[config.mk]
export PLATFORM = sky130hd
export DESIGN_NAME = rom_burst_arbiter
export DESIGN_NICKNAME = d
export VERILOG_FILES = /design/src/rtl/rom_burst_arbiter.sv
export SDC_FILE = /design/constraint.sdc
export NUM_CORES = 1
export LEC_CHECK = 0
export ABC_AREA = 1
export BUFFER_PORTS_ARGS = -buffer_cell sky130_fd_sc_hd__clkbuf_2
export CELL_PAD_IN_SITES_DETAIL_PLACEMENT = 0
export CELL_PAD_IN_SITES_GLOBAL_PLACEMENT = 1
export CORE_ASPECT_RATIO = 1.25
export CORE_MARGIN = 2
export CORE_UTILIZATION = 35
export DETAILED_ROUTE_END_ITERATION = 8
export GPL_ROUTABILITY_DRIVEN = 0
export MAX_ROUTING_LAYER = met4
export PLACE_DENSITY_LB_ADDON = 0.1
export RECOVER_POWER = 50
export SKIP_CTS_REPAIR_TIMING = 1
export SLEW_MARGIN = 20
export SYNTH_ARGS = -nofsm -noshare
export SYNTH_HDL_FRONTEND = slang
export SYNTH_SLANG_ARGS = --single-unit
[constraint.sdc]
create_clock -name clk -period 1.89 [get_ports clk]
set_input_delay 0.378 -clock clk [delete_from_list [all_inputs] [get_ports clk]]
set_output_delay 0.378 -clock clk [all_outputs]
set_load 0.005 [all_outputs]
[src/rtl/rom_burst_arbiter.sv]
// -----------------------------------------------------------------------------
// rom_burst_arbiter
//
// Shares one combinational lookup ROM between NREQ requesters. A requester
// raises req with a start address and a burst length (words-1). When the block
// is idle it picks one winner, pulses that requester's gnt bit for one cycle,
// then walks the ROM from start_addr and streams each word out through a
// registered valid/ready port. Each word is tagged with the owner's index, and
// the final word of the burst is flagged.
//
// Build option:
//   ARB_ROUND_ROBIN_EN  defined   -> round-robin arbitration. The search starts
//                                    one past the last winner, or at index 0
//                                    after reset.
//                       undefined -> fixed priority. The lowest index wins and
//                                    no pointer register is built.
//
// Ports:
//   clk, rst_n   clock, asynchronous active-low reset
//   req          per-requester request level (sampled only when idle)
//   start_addr   per-requester first word address, requester i at [i*AW +: AW]
//   burst_len    per-requester word count minus 1, requester i at [i*LW +: LW]
//   gnt          one-hot, one-cycle grant pulse
//   rom_addr     registered ROM address
//   rom_data     combinational ROM data for rom_addr
//   out_data     registered burst word
//   out_valid    out_data valid
//   out_ready    consumer accepts on out_valid && out_ready
//   out_id       index of the requester owning the current burst
//   out_last     marks the final word of a burst
//   busy         high whenever the block is not idle
// -----------------------------------------------------------------------------
module rom_burst_arbiter #(
  parameter int NREQ = 2,
  parameter int AW   = 4,
  parameter int DW   = 8,
  parameter int LW   = 4
) (
  input  logic              clk,
  input  logic              rst_n,
  input  logic [NREQ-1:0]   req,
  input  logic [NREQ*AW-1:0] start_addr,
  input  logic [NREQ*LW-1:0] burst_len,
  output logic [NREQ-1:0]   gnt,
  output logic [AW-1:0]     rom_addr,
  input  logic [DW-1:0]     rom_data,
  output logic [DW-1:0]     out_data,
  output logic              out_valid,
  input  logic              out_ready,
  output logic [1:0]        out_id,
  output logic              out_last,
  output logic              busy
);

  typedef enum logic [1:0] {
    S_IDLE,
    S_STREAM,
    S_DRAIN
  } state_t;

  state_t          r_state;
  logic [NREQ-1:0] r_gnt;
  logic [AW-1:0]   r_rom_addr;
  logic [DW-1:0]   r_out_data;
  logic            r_out_valid;
  logic            r_out_last;
  logic [1:0]      r_out_id;
  logic [LW-1:0]   r_remain;

  logic [1:0]      w_winner;
  logic [NREQ-1:0] w_onehot;
  logic [AW-1:0]   w_start;
  logic [LW-1:0]   w_len;
  logic            w_load;

`ifdef ARB_ROUND_ROBIN_EN
  // Index where the next search begins: one past the most recent winner.
  logic [1:0]      r_rr_base;
  logic [1:0]      w_rr_next;
`endif

  // Winner selection. The first loop finds the lowest requesting index. In
  // round-robin mode the second loop overrides that with the lowest requesting
  // index at or above the search base, so the search wraps around naturally.
  always_comb begin
    // NOTE: every combinational output gets a default before any condition,
    // so no path leaves it unassigned and no latch is inferred.
    w_winner = '0;
    for (int i = NREQ - 1; i >= 0; i--) begin
      if (req[i]) w_winner = 2'(i);
    end
`ifdef ARB_ROUND_ROBIN_EN
    for (int i = NREQ - 1; i >= 0; i--) begin
      if (req[i] && (2'(i) >= r_rr_base)) w_winner = 2'(i);
    end
`endif
  end

  // Route the winner's burst parameters and build its one-hot grant.
  always_comb begin
    w_start  = '0;
    w_len    = '0;
    w_onehot = '0;
    for (int i = 0; i < NREQ; i++) begin
      if (w_winner == 2'(i)) begin
        w_start     = start_addr[i*AW +: AW];
        w_len       = burst_len[i*LW +: LW];
        w_onehot[i] = 1'b1;
      end
    end
  end

`ifdef ARB_ROUND_ROBIN_EN
  assign w_rr_next = (w_winner == 2'(NREQ - 1)) ? 2'd0 : w_winner + 2'd1;
`endif

  // The output register can take a new word when it is empty or being drained.
  assign w_load = !r_out_valid || out_ready;

  always_ff @(posedge clk or negedge rst_n) begin
    if (!rst_n) begin
      r_state     <= S_IDLE;
      r_gnt       <= '0;
      r_rom_addr  <= '0;
      r_out_data  <= '0;
      r_out_valid <= 1'b0;
      r_out_last  <= 1'b0;
      r_out_id    <= '0;
      r_remain    <= '0;
`ifdef ARB_ROUND_ROBIN_EN
      r_rr_base   <= '0;
`endif
    end else begin
      // NOTE: state registers use non-blocking assignments, so every branch
      // reads the pre-edge values no matter the statement order.
      r_gnt <= '0;
      case (r_state)
        S_IDLE: begin
          if (|req) begin
            r_gnt      <= w_onehot;
            r_out_id   <= w_winner;
            r_rom_addr <= w_start;
            r_remain   <= w_len;
            r_state    <= S_STREAM;
`ifdef ARB_ROUND_ROBIN_EN
            r_rr_base  <= w_rr_next;
`endif
          end
        end
        S_STREAM: begin
          if (w_load) begin
            r_out_data  <= rom_data;
            r_out_valid <= 1'b1;
            r_out_last  <= (r_remain == '0);
            // Address is allowed to wrap modulo 2^AW.
            r_rom_addr  <= r_rom_addr + 1'b1;
            if (r_remain == '0) r_state  <= S_DRAIN;
            else                r_remain <= r_remain - 1'b1;
          end
        end
        S_DRAIN: begin
          if (out_ready) begin
            r_out_valid <= 1'b0;
            r_out_last  <= 1'b0;
            r_state     <= S_IDLE;
          end
        end
        default: r_state <= S_IDLE;
      endcase
    end
  end

  assign gnt       = r_gnt;
  assign rom_addr  = r_rom_addr;
  assign out_data  = r_out_data;
  assign out_valid = r_out_valid;
  assign out_last  = r_out_last;
  assign out_id    = r_out_id;
  assign busy      = (r_state != S_IDLE);

endmodule

=== Word level (Yosys, flattened, before mapping) ===
Index checks and enable logic that the tools add are counted.

* Memory bits (read-only): 0
* Output and inout port bits: 19
* Word-level logic and storage cells: 60
* Bits in writable memories: 0
* Register bits after elaboration: 24
* Input bits: 29
* Memories kept: 0
* Latch bits: 0

* Equal/unequal tests: 8
* Reduce and logical (&&, ||, !) cells: 15
* $add $sub $neg: 2
* Magnitude comparators: 0
* Muxes and demuxes: 27
* Bitwise gates (word level): 0
* Multiply operators: 0
* Shift operators: 0
* Div/mod/pow operators: 0

{| class="wikitable"
|+ Operators by type and width
! kind !! number
|-
| 4-bit two-way mux || 9
|-
| 4-bit case mux with 2 select lines || 2
|-
| 2-bit two-way mux || 6
|-
| 2-bit inequality test (second input constant) || 5
|-
| 4-bit AND reduction || 2
|-
| 1-bit two-way mux || 7
|-
| 2-bit case mux with 3 select lines || 1
|-
| 3-bit AND reduction || 2
|-
| 2-bit nonzero test || 3
|-
| 4-bit by 1-bit adder with 4-bit output (second input constant) || 1
|-
| 2-bit by 1-bit equality test with 1-bit output (second input constant) || 2
|-
| 2-bit logical NOT || 2
|-
| 4-bit logical NOT || 1
|-
| 1-bit case mux with 2 select lines || 2
|-
| 2-bit AND reduction || 2
|-
| 4-bit by 1-bit subtractor with 4-bit output (second input constant) || 1
|-
| 2-bit equality test (second input constant) || 1
|-
| 2-bit OR reduction || 1
|-
| 1-bit logical NOT || 1
|-
| 1-bit logical OR || 1
|}

=== Depth between registers and ports, before layout ===
Gate-level depths: netlist of run 1.

* Word-level depth: 7
* Depth in mapped cells: 9
* Mapped depth without buffers: 9

=== Worst setup path before layout of run 1 ===
No wires, ideal clock.

* Path type: flip-flop to flip-flop
* Start: register r_remain[0]
* End: register r_remain[3]
* Library setup time: 116 ps
* Period minus slack after synthesis: 1189 ps
* Buffers on the path: 0
* Arrival time: 1073 ps
* Data required time: 1774 ps
* Setup slack: 701 ps
* Stages on the path, launching flop included: 10
* Path through: dfrtp_1 -> inv_1 -> ha_1 -> nand3_1 -> inv_1 -> nand2_1 -> nand2_4 -> inv_2 -> nand2_1 -> nand2_1

* Word-level cells in the longest chain between the ends: 4
* Elaborated cells on any way between the ends: 7
* Those cells by class: add/sub: 1; eq/ne: 1; mux: 3; reduce/logical: 2

{| class="wikitable"
|+ Ends and longest elaborated chain
! item !! line !! text
|-
| start, declared || 68 || <nowiki>logic [LW-1:0] r_remain;</nowiki>
|-
| start signal, assigned || 143 || <nowiki>r_remain <= w_len;</nowiki>
|-
| start signal, assigned || 158 || <nowiki>else r_remain <= r_remain - 1'b1;</nowiki>
|-
| 4-bit by 1-bit subtractor with 4-bit output || 158 ||
|-
| 4-bit two-way mux || 157 || <nowiki>if (r_remain == '0) r_state <= S_DRAIN;</nowiki>
|-
| 4-bit two-way mux || 151 || <nowiki>if (w_load) begin</nowiki>
|-
| 4-bit case mux with 2 select lines || 137 || <nowiki>case (r_state)</nowiki>
|}

Parallel ways exist; a longest one is shown, timed or not. The select of a mux whose other input is x is not followed.
A chain may end at the register's enable or synchronous reset.

=== Final worst setup path of run 1 ===
* Start: register r_state[1]
* End: output port busy

* Word-level cells in the longest chain between the ends: 1

{| class="wikitable"
|+ Ends and longest elaborated chain
! item !! line !! text
|-
| start, declared || 61 || <nowiki>state_t r_state;</nowiki>
|-
| start signal, assigned || 122 || <nowiki>r_state <= S_IDLE;</nowiki>
|-
| start signal, assigned || 144 || <nowiki>r_state <= S_STREAM;</nowiki>
|-
| start signal, assigned || 157 ||
|-
| 2-bit nonzero test || 179 || <nowiki>assign busy = (r_state != S_IDLE);</nowiki>
|-
| end, declared || 52 || <nowiki>output logic busy</nowiki>
|}

Every way passes these cells.

==> results.sh, run 1 <==
export IMPL_groute_usage_overall=0.154
export IMPL_io_buffer_count=46
export IMPL_cts_htree_levels=1
export IMPL_average_via_count_per_standard_cell=4.55
export IMPL_clock_latency_ns=0.26
export IMPL_initialDrtViolationCount=60
export IMPL_worstMarginPinSlew_ns=1.28
export IMPL_worstHoldStart="rom_data[2]"
export IMPL_slew_limit_headroom=0.148
export IMPL_total_power_mw=2.39
export IMPL_die_area_um2=4270
export IMPL_clock_sinks=23
export IMPL_finish_utilization=0.452
export IMPL_multi_input_comb_area_um2=593
export IMPL_path_cells="nor2_1 -> inv_1 -> clkbuf_2"
export IMPL_clock_root_buffer="sky130_fd_sc_hd__clkbuf_8"
export IMPL_crit_path_end_kind="output pin"
export IMPL_grt_antenna_before_repair=0
export IMPL_cts_tree="yes"
export IMPL_setup_violations_final=0
export IMPL_synthMostInstantiatedCell="sky130_fd_sc_hd__nand2_1"
export IMPL_cp_data_arrival_time_ns=1.22
export IMPL_worstPathBufferInverterCount=2
export IMPL_crit_path_max_fanout=3
export IMPL_ys_warnings_count=0
export IMPL_wl_met1_um=1210
export IMPL_layout_nets=263
export IMPL_syn_nets=216
export IMPL_area_growth_pct=21.7
export IMPL_grt_first_pass_wirelength_um=4970
export IMPL_run_status="complete, but fails checks"
export IMPL_report_final_hold_viol_count=0
export IMPL_synth_top_cells_by_count="90 x sky130_fd_sc_hd__nand2_1, 25 x sky130_fd_sc_hd__inv_1, 23 x sky130_fd_sc_hd__dfrtp_1"
export IMPL_ys_ff_latch=23
export IMPL_critPathRequiredTime_ns=1.51
export IMPL_synth_area_top_cells="sky130_fd_sc_hd__dfrtp_1 44%, sky130_fd_sc_hd__nand2_1 26%, sky130_fd_sc_hd__inv_1 7.1%, sky130_fd_sc_hd__nand3_1 4.9%, sky130_fd_sc_hd__nor2_1 2.9%"
export IMPL_io_pins=48
export IMPL_antenna_cells_inserted=0
export IMPL_power_per_cell_area_nw_per_um2=1490
export IMPL_timing_clock_skew_ns=0.00299
export IMPL_final_min_clock_period_ns=1.60
export IMPL_crit_reg2reg_launch="r_state[1]$_DFFE_PN0P_"
export IMPL_violations="DRC"
export IMPL_fmax_mhz=625
export IMPL_num_rows=24
export IMPL_cell_area_after_synthesis_um2=1320
export IMPL_syn_instance_count=185
export IMPL_synth_lib_cells_used_distinct=21
export IMPL_route_vias_total=1228
export IMPL_die_width_um=58.9
export IMPL_synth_seq_area_share=0.437
export IMPL_postSynthAreaPerCell_um2=7.11
export IMPL_core_area_um2=3540
export IMPL_drt_first_pass_iters=6
export IMPL_aggregate_global_routing_overflow=0
export IMPL_first_global_vias=1155
export IMPL_sequential_cell_area_um2=576
export IMPL_critPathLaunchType="register"
export IMPL_hold_class="primary input to register"
export IMPL_setup_tns_final_ns=0
export IMPL_drv_max_cap_violation_count=0
export IMPL_rsz0062_at_grt="false"
export IMPL_top_layer_used="met4"
export IMPL_crit_path_max_incr_delay_ns=0.46
export IMPL_ys_dominant_reg_cell="sky130_fd_sc_hd__dfrtp_1"
export IMPL_detailroute_wirelength_met2_um=1470
export IMPL_route_antenna_remaining_nets=0
export IMPL_synth_top_cell_area_share=0.437
export IMPL_die_height_um=72.6
export IMPL_drive_above_1_share=0.247
export IMPL_setup_worst_path_start="r_state[1]$_DFFE_PN0P_"
export IMPL_ys_async_sr_fraction=1.00
export IMPL_netlist_top_cell_by_area="sky130_fd_sc_hd__dfrtp_1"
export IMPL_worst_vdd_drop_v=0.000593
export IMPL_final_cycle_share=0.846
export IMPL_synth_enable_flop_cells=0
export IMPL_detail_route_drc_violations=3
export IMPL_totalWireLength_um=2880
export IMPL_clkTransAtPathRegs_ns=0.08
export IMPL_leakage_nw=1.01
export IMPL_maximum_number_of_buffers_from_clock_root_to_sink=2
export IMPL_cts_inserted_buffers=3
export IMPL_slew_viol_final=0
export IMPL_wl_met3_um=183
export IMPL_routed_wire_length_per_instance_um=10.7
export IMPL_crit_slowest_cell="sky130_fd_sc_hd__dfrtp_1"
export IMPL_grt_max_degree=24
export IMPL_cp_top_family="flip-flops"
export IMPL_critPathKind="register to output pin"
export IMPL_hpwlAfterDp_um=2270
export IMPL_initial_utilization=0.371
export IMPL_final_fill_count=400
-- final cells by class --
cell class	count	share of cell area
Clock buffer	4	0.0281
Inverter	28	0.0688
Multi-Input combinational cell	130	0.370
Sequential cell	23	0.359
Tap cell	39	0.0305
Timing Repair Buffer	46	0.143
-- report_power, final --
group | switching [mW] | leakage [nW] | internal, mW
combinational | 0.714 | 0.705 | 0.487
sequential | 0.167 | 0.284 | 0.714
clock | 0.159 | 0.0228 | 0.150
-- through the flow --
| stage | area, um2 | instances | worst slack (ns) | hold slack (ns) |
|---|---|---|---|---|
| 2_1_floorplan | 1320 | 185 | 0.701 | 0.0824 |
| 3_3_place_gp | 1560 | 266 | 0.496 | 0.407 |
| 3_5_place_dp | 1560 | 266 | 0.487 | 0.420 |
| 4_1_cts | 1600 | 270 | 0.280 | 0.131 |
| 5_1_grt | 1600 | 270 | 0.213 | 0.309 |
| 6_report | 1600 | 270 | 0.290 | 0.306 |
-- worst reg2reg max path: cells and delay by family, from the launching register on --
family | cells | cell delay (ns)
flip-flops | 1 | 0.46
buffers and inverters | 1 | 0.10
AND/OR/NAND/NOR | 5 | 0.79
-- layout by cell type, fill, tap and decap left out --
| master | count |
|---|---|
| sky130_fd_sc_hd__clkbuf_1 | 2 |
| sky130_fd_sc_hd__clkbuf_2 | 45 |
| sky130_fd_sc_hd__clkbuf_8 | 3 |
| sky130_fd_sc_hd__clkinv_4 | 1 |
| sky130_fd_sc_hd__conb_1 | 1 |
| sky130_fd_sc_hd__dfrtp_1 | 23 |
| sky130_fd_sc_hd__ha_1 | 2 |
| sky130_fd_sc_hd__inv_1 | 25 |
| sky130_fd_sc_hd__inv_2 | 2 |
| sky130_fd_sc_hd__nand2_1 | 90 |
| sky130_fd_sc_hd__nand2_4 | 3 |
| sky130_fd_sc_hd__nand3_1 | 13 |
| sky130_fd_sc_hd__nand4_1 | 2 |
| sky130_fd_sc_hd__nor2_1 | 10 |
| sky130_fd_sc_hd__nor2_8 | 1 |
| sky130_fd_sc_hd__o211ai_1 | 1 |
| sky130_fd_sc_hd__o21ai_0 | 1 |
| sky130_fd_sc_hd__o21ai_1 | 1 |
| sky130_fd_sc_hd__o21ai_2 | 1 |
| sky130_fd_sc_hd__o21bai_1 | 1 |
| sky130_fd_sc_hd__or2_2 | 1 |
| sky130_fd_sc_hd__xor2_1 | 2 |
-- routing by layer --
metal	global-route usage	up-vias
met3	0.0232	2
met4	0.0379	0
met1	0.189	548
met2	0.262	36
met5	-	-
li1	-	642
-- state kept, by name, summed over array words and instances, names as in the netlist --
name,cells
out_data,8
out_last,1
gnt,2
rom_addr,4
out_id,1
r_state,2
r_remain,4
out_valid,1
-- worst paths after layout --
check | to | slack [ns] | depth (start not counted)
setup / recovery | busy | 0.29 | 3
hold / removal | out_data[2]$_DFFE_PN0P_ | 0.31 | 3
setup reg to reg | r_remain[1]$_DFFE_PN0P_ | 0.49 | 6
hold reg to reg | out_data[5]$_DFFE_PN0P_ | 0.48 | 2
max in group asynchronous | r_state[0]$_DFFE_PN0P_ | 0.76 | 1
min in group asynchronous | out_data[2]$_DFFE_PN0P_ | 0.37 | 1
-- kinds of logic after synthesis --
kind of cell             share of synthesized area
AO/OA/AOI/OAI                               0.0257
AND/OR/NAND/NOR                              0.390
buffers and inverters                        0.112
adder cells (fa/ha/maj)                     0.0190
flip-flops                                   0.437
other                                      0.00285
XOR/XNOR                                    0.0133
Note: power is estimated with default switching activity, not from simulation.
==> run 2, diff against run 1 <==
- ABC_AREA: 1 -> 0
- CORE_UTILIZATION: 35 -> 32
- clock period: 1.89 -> 1.4 ns (I/O delays scaled with it)
==> results.sh, run 2 <==
export IMPL_average_via_count_per_standard_cell=4.82
export IMPL_cell_area_after_synthesis_um2=1250
export IMPL_grt_max_degree=24
export IMPL_ys_async_sr_fraction=1.00
export IMPL_final_cycle_share=0.987
export IMPL_synthMostInstantiatedCell="sky130_fd_sc_hd__dfrtp_1"
export IMPL_worst_vdd_drop_v=0.000673
export IMPL_grt_first_pass_wirelength_um=4550
export IMPL_maximum_number_of_buffers_from_clock_root_to_sink=2
export IMPL_clock_sinks=23
export IMPL_initial_utilization=0.332
export IMPL_synth_top_cell_area_share=0.462
export IMPL_io_buffer_count=46
export IMPL_clkTransAtPathRegs_ns=0.09
export IMPL_initialDrtViolationCount=10
export IMPL_die_height_um=73.8
export IMPL_synth_area_mux_share=0.169
export IMPL_ys_warnings_count=0
export IMPL_drt_first_pass_iters=4
export IMPL_detail_route_drc_violations=0
export IMPL_groute_usage_overall=0.141
export IMPL_hpwlAfterDp_um=2060
export IMPL_slew_viol_final=0
export IMPL_drive_above_1_share=0.509
export IMPL_clock_root_buffer="sky130_fd_sc_hd__clkbuf_8"
export IMPL_syn_instance_count=115
export IMPL_power_per_cell_area_nw_per_um2=1790
export IMPL_aggregate_global_routing_overflow=0
export IMPL_critPathRequiredTime_ns=1.12
export IMPL_synth_seq_area_share=0.462
export IMPL_io_pins=48
export IMPL_dominant_combinational_cell_family_by_area_after_synthesis="multiplexers"
export IMPL_critPathKind="register to output pin"
export IMPL_route_antenna_remaining_nets=0
export IMPL_multi_input_comb_area_um2=617
export IMPL_run_status="complete, no violations"
export IMPL_core_area_um2=3750
export IMPL_synthSimpleGateAreaFrac=0.153
export IMPL_slew_limit_headroom=0.123
export IMPL_cts_tree="yes"
export IMPL_ys_ff_latch=23
export IMPL_setup_violations_final=0
export IMPL_final_fill_count=391
export IMPL_hold_class="primary input to register"
export IMPL_yosys_area_share_xor_xnor=0
export IMPL_leakage_nw=0.832
export IMPL_final_cell_mix="45 x sky130_fd_sc_hd__clkbuf_2, 22 x sky130_fd_sc_hd__dfrtp_1, 14 x sky130_fd_sc_hd__buf_4"
export IMPL_synth_enable_flop_cells=0
export IMPL_synth_compound_gate_area_share=0.128
export IMPL_clock_latency_ns=0.27
export IMPL_antenna_cells_inserted=0
export IMPL_fmax_mhz=724
export IMPL_drv_max_cap_violation_count=0
export IMPL_cp_data_arrival_time_ns=1.10
export IMPL_timing_clock_skew_ns=0.00796
export IMPL_totalWireLength_um=2690
export IMPL_area_growth_pct=34.3
export IMPL_grt_antenna_before_repair=0
export IMPL_postSynthAreaPerCell_um2=10.8
export IMPL_cts_htree_levels=1
export IMPL_crit_path_end_kind="output pin"
export IMPL_post_route_cell_area_um2=1670
export IMPL_die_width_um=59.8
export IMPL_post_synth_fa_ha_maj_area_fraction=0.0201
export IMPL_final_min_clock_period_ns=1.38
export IMPL_layout_nets=207
export IMPL_setup_slack_ns=0.0187
export IMPL_report_final_hold_viol_count=0
export IMPL_route_vias_total=1036
export IMPL_place_inst=207
export IMPL_rsz0062_at_grt="true"
export IMPL_sequential_cell_area_um2=577
export IMPL_ys_dominant_reg_cell="sky130_fd_sc_hd__dfrtp_1"
export IMPL_die_area_um2=4410
export IMPL_critPathLaunchType="register"
export IMPL_instances_no_fill=215
export IMPL_netlist_top_cell_by_area="sky130_fd_sc_hd__dfrtp_1"
export IMPL_first_global_vias=1081
export IMPL_dp_worst_setup_slack_ns=-0.0168
export IMPL_synth_lib_cells_used_distinct=31
export IMPL_largest_register_ffs=8
export IMPL_crit_path_max_fanout=4
export IMPL_num_rows=25
export IMPL_synth_area_top_cells="sky130_fd_sc_hd__dfrtp_1 46%, sky130_fd_sc_hd__mux2_2 11%, sky130_fd_sc_hd__a21oi_1 4.0%, sky130_fd_sc_hd__mux2_1 3.6%, sky130_fd_sc_hd__buf_4 3.0%"
export IMPL_worstMarginPinSlew_ns=1.32
export IMPL_synth_top_cells_by_count="23 x sky130_fd_sc_hd__dfrtp_1, 12 x sky130_fd_sc_hd__mux2_2, 10 x sky130_fd_sc_hd__a21oi_1"
export IMPL_routed_wire_length_per_instance_um=12.5
export IMPL_syn_nets=146
export IMPL_cts_inserted_buffers=3
export IMPL_dpl_instance_area_um2=1560
export IMPL_layout_commonest_cell="sky130_fd_sc_hd__clkbuf_2"
run 2: cell families after synthesis:
group                      Yosys count
muxes                               19
buffers and inverters               13
adders and majority gates            2
and+or+nand+nor                     32
other                                1
DFF                                 23
AOI/OAI and AO/OA                   25
run 2: cell type report:
class,count,share of cell area
Timing Repair Buffer,63,0.216
Inverter,6,0.0135
Clock buffer,3,0.0247
Sequential cell,23,0.345
Clock inverter,1,0.00299
Tap cell,40,0.0299
Multi-Input combinational cell,79,0.368
run 2: path summary, 6_finish.rpt:
| check | start | end | slack [ns] | cells after the start |
|---|---|---|---|---|
| max | r_state[1]$_DFFE_PN0P_ | busy | 0.02 | 4 |
| min | rom_data[3] | out_data[3]$_DFFE_PN0P_ | 0.23 | 2 |
| max reg2reg | r_state[0]$_DFFE_PN0P_ | rom_addr[1]$_DFFE_PN0P_ | 0.02 | 3 |
| min reg2reg | out_id[0]$_DFFE_PN0P_ | out_id[0]$_DFFE_PN0P_ | 0.50 | 2 |
| max in group asynchronous | rst_n | r_state[0]$_DFFE_PN0P_ | 0.25 | 1 |
| min in group asynchronous | rst_n | rom_addr[0]$_DFFE_PN0P_ | 0.28 | 1 |
run 2: routing by layer:
layer  global-route usage  part of all wire  up-vias
met5                    -                 0        -
met4               0.0667             0.020        0
met3               0.0211             0.048        5
met2                0.233              0.50       27
met1                0.165              0.44      492
li1                     -                 -      512
run 2: critical path, cell delays in order (launching register included):
cell and delay (ns):
sky130_fd_sc_hd__dfrtp_1 0.41, sky130_fd_sc_hd__buf_4 0.17, sky130_fd_sc_hd__nor2_4 0.10, sky130_fd_sc_hd__inv_1 0.05, sky130_fd_sc_hd__clkbuf_2 0.10
run 2: power by group:
part,leakage [nW],switching [mW],internal [mW]
combinational,0.537,0.685,0.777
sequential,0.269,0.203,0.923
clock,0.0255,0.219,0.199
run 2: stage by stage:
stage	power, mW	hold WS, ns	TNS, ns	util
after global routing	3.30	0.227	-0.271	0.446
after floorplan	2.01	-0.0156	0	-
after CTS	2.93	0.0275	-0.181	0.429
after detailed placement	2.49	0.330	-0.0346	0.417
final	3.00	0.232	0	0.446
after global placement	2.46	0.316	-0.00499	0.417
==> run 3, diff against run 2 <==
- GPL_TIMING_DRIVEN: not set -> 0
==> results.sh, run 3 (synthesis results as in run 2) <==
export IMPL_final_min_clock_period_ns=1.38
export IMPL_hpwlAfterDp_um=1960
export IMPL_fmax_mhz=726
export IMPL_io_buffer_count=46
export IMPL_clock_root_buffer="sky130_fd_sc_hd__clkbuf_8"
export IMPL_crit_path_end_kind="register"
export IMPL_path_cells="buf_6 -> nand2b_4 -> buf_8 -> nor2_8 -> mux2_4"
export IMPL_drt_first_pass_iters=4
export IMPL_die_area_um2=4410
export IMPL_final_fill_count=359
export IMPL_crit_reg2reg_launch="r_state[1]$_DFFE_PN0P_"
export IMPL_final_cell_mix="45 x sky130_fd_sc_hd__clkbuf_2, 23 x sky130_fd_sc_hd__dfrtp_1, 11 x sky130_fd_sc_hd__buf_4"
export IMPL_area_growth_pct=41.3
export IMPL_setup_slack_ns=0.0232
export IMPL_groute_usage_overall=0.138
export IMPL_crit_slowest_cell="sky130_fd_sc_hd__dfrtp_1"
export IMPL_cts_htree_levels=1
export IMPL_die_width_um=59.8
export IMPL_maximum_number_of_buffers_from_clock_root_to_sink=2
export IMPL_worstPathBufferInverterCount=2
export IMPL_hold_class="primary input to register"
export IMPL_dpl_instance_area_um2=1530
export IMPL_layout_commonest_cell="sky130_fd_sc_hd__clkbuf_2"
export IMPL_leakage_nw=0.890
export IMPL_final_cycle_share=0.983
export IMPL_grt_antenna_before_repair=0
export IMPL_average_via_count_per_standard_cell=4.82
export IMPL_sequential_cell_area_um2=576
export IMPL_aggregate_global_routing_overflow=0
export IMPL_grt_max_degree=24
export IMPL_power_per_cell_area_nw_per_um2=1770
export IMPL_finalHoldWorstSlack_ns=0.244
export IMPL_io_pins=48
export IMPL_cts_inserted_buffers=3
export IMPL_slew_limit_headroom=0.142
export IMPL_grt_first_pass_wirelength_um=4520
export IMPL_layout_nets=209
export IMPL_cp_data_arrival_time_ns=1.53
export IMPL_critPathKind="register to register"
export IMPL_critPathLaunchType="register"
export IMPL_core_area_um2=3750
export IMPL_setup_worst_path_start="r_state[1]$_DFFE_PN0P_"
export IMPL_post_route_cell_area_um2=1760
export IMPL_cts_tree="yes"
export IMPL_route_vias_total=1045
export IMPL_run_status="complete, no violations"
export IMPL_die_height_um=73.8
export IMPL_dp_worst_setup_slack_ns=-0.0624
export IMPL_detail_route_drc_violations=0
export IMPL_cp_top_family="flip-flops"
export IMPL_initial_utilization=0.332
export IMPL_initialDrtViolationCount=27
export IMPL_drive_above_1_share=0.508
export IMPL_clock_sinks=23
export IMPL_rsz0062_at_grt="true"
export IMPL_num_rows=25
export IMPL_totalWireLength_um=2840
export IMPL_worstHoldStart="rom_data[6]"
export IMPL_critPathRequiredTime_ns=1.55
export IMPL_antenna_cells_inserted=0
export IMPL_multi_input_comb_area_um2=671
export IMPL_worstMarginPinSlew_ns=1.29
export IMPL_worst_vdd_drop_v=0.000774
export IMPL_clock_latency_ns=0.26
export IMPL_slew_viol_final=0
export IMPL_setup_violations_final=0
export IMPL_route_antenna_remaining_nets=0
export IMPL_first_global_vias=1019
export IMPL_clkTransAtPathRegs_ns=0.08
export IMPL_crit_path_max_incr_delay_ns=0.38
export IMPL_setup_tns_final_ns=0
export IMPL_routed_wire_length_per_instance_um=13.1
export IMPL_crit_path_max_fanout=7
export IMPL_report_final_hold_viol_count=0
export IMPL_timing_clock_skew_ns=0.00156
export IMPL_largest_register_ffs=8
export IMPL_drv_max_cap_violation_count=0
## run 3: cell count changes in the layout (fill, tap and decap cells not counted), moves of 2 or more
cell	previous run	this run
sky130_fd_sc_hd__buf_4	14	11
sky130_fd_sc_hd__buf_6	2	4
sky130_fd_sc_hd__mux2_2	12	4
sky130_fd_sc_hd__mux2_4	0	8
## run 3: cell type report
class / instances / area share
Sequential cell: 23 / 0.327
Timing Repair Buffer: 57 / 0.183
Buffer: 7 / 0.0426
Clock buffer: 4 / 0.0256
Multi-Input combinational cell: 80 / 0.381
Tap cell: 40 / 0.0284
Inverter: 6 / 0.0128
## run 3: per-stage QoR
stage / cells / utilization / power [mW]
floorplan: 115 / - / 2.01
global placement: 201 / 0.407 / 2.40
detailed placement: 201 / 0.407 / 2.43
CTS: 205 / 0.419 / 2.86
global route: 217 / 0.469 / 3.43
finish: 217 / 0.469 / 3.12
## run 3: metal layers
layer / part of all wire / global-route usage
met5: 0 / -
met4: 0.020 / 0.0691
met1: 0.44 / 0.168
met3: 0.039 / 0.0176
met2: 0.50 / 0.221
## run 3: power by group
part,switching (mW),total (mW),internal (mW)
sequential,0.174,1.09,0.921
combinational,0.760,1.62,0.858
clock,0.205,0.408,0.203
total,1.14,3.12,1.98
## run 3: final timing paths
path                       slack [ns]                       to  cells past startpoint
max in group asynchronous        0.37         gnt[1]$_DFF_PN0_                      1
max                              0.02  out_data[2]$_DFFE_PN0P_                      5
max reg2reg                      0.02  out_data[2]$_DFFE_PN0P_                      5
min reg2reg                      0.50    out_id[0]$_DFFE_PN0P_                      2
min in group asynchronous        0.28  rom_addr[0]$_DFFE_PN0P_                      1
min                              0.24  out_data[6]$_DFFE_PN0P_                      2
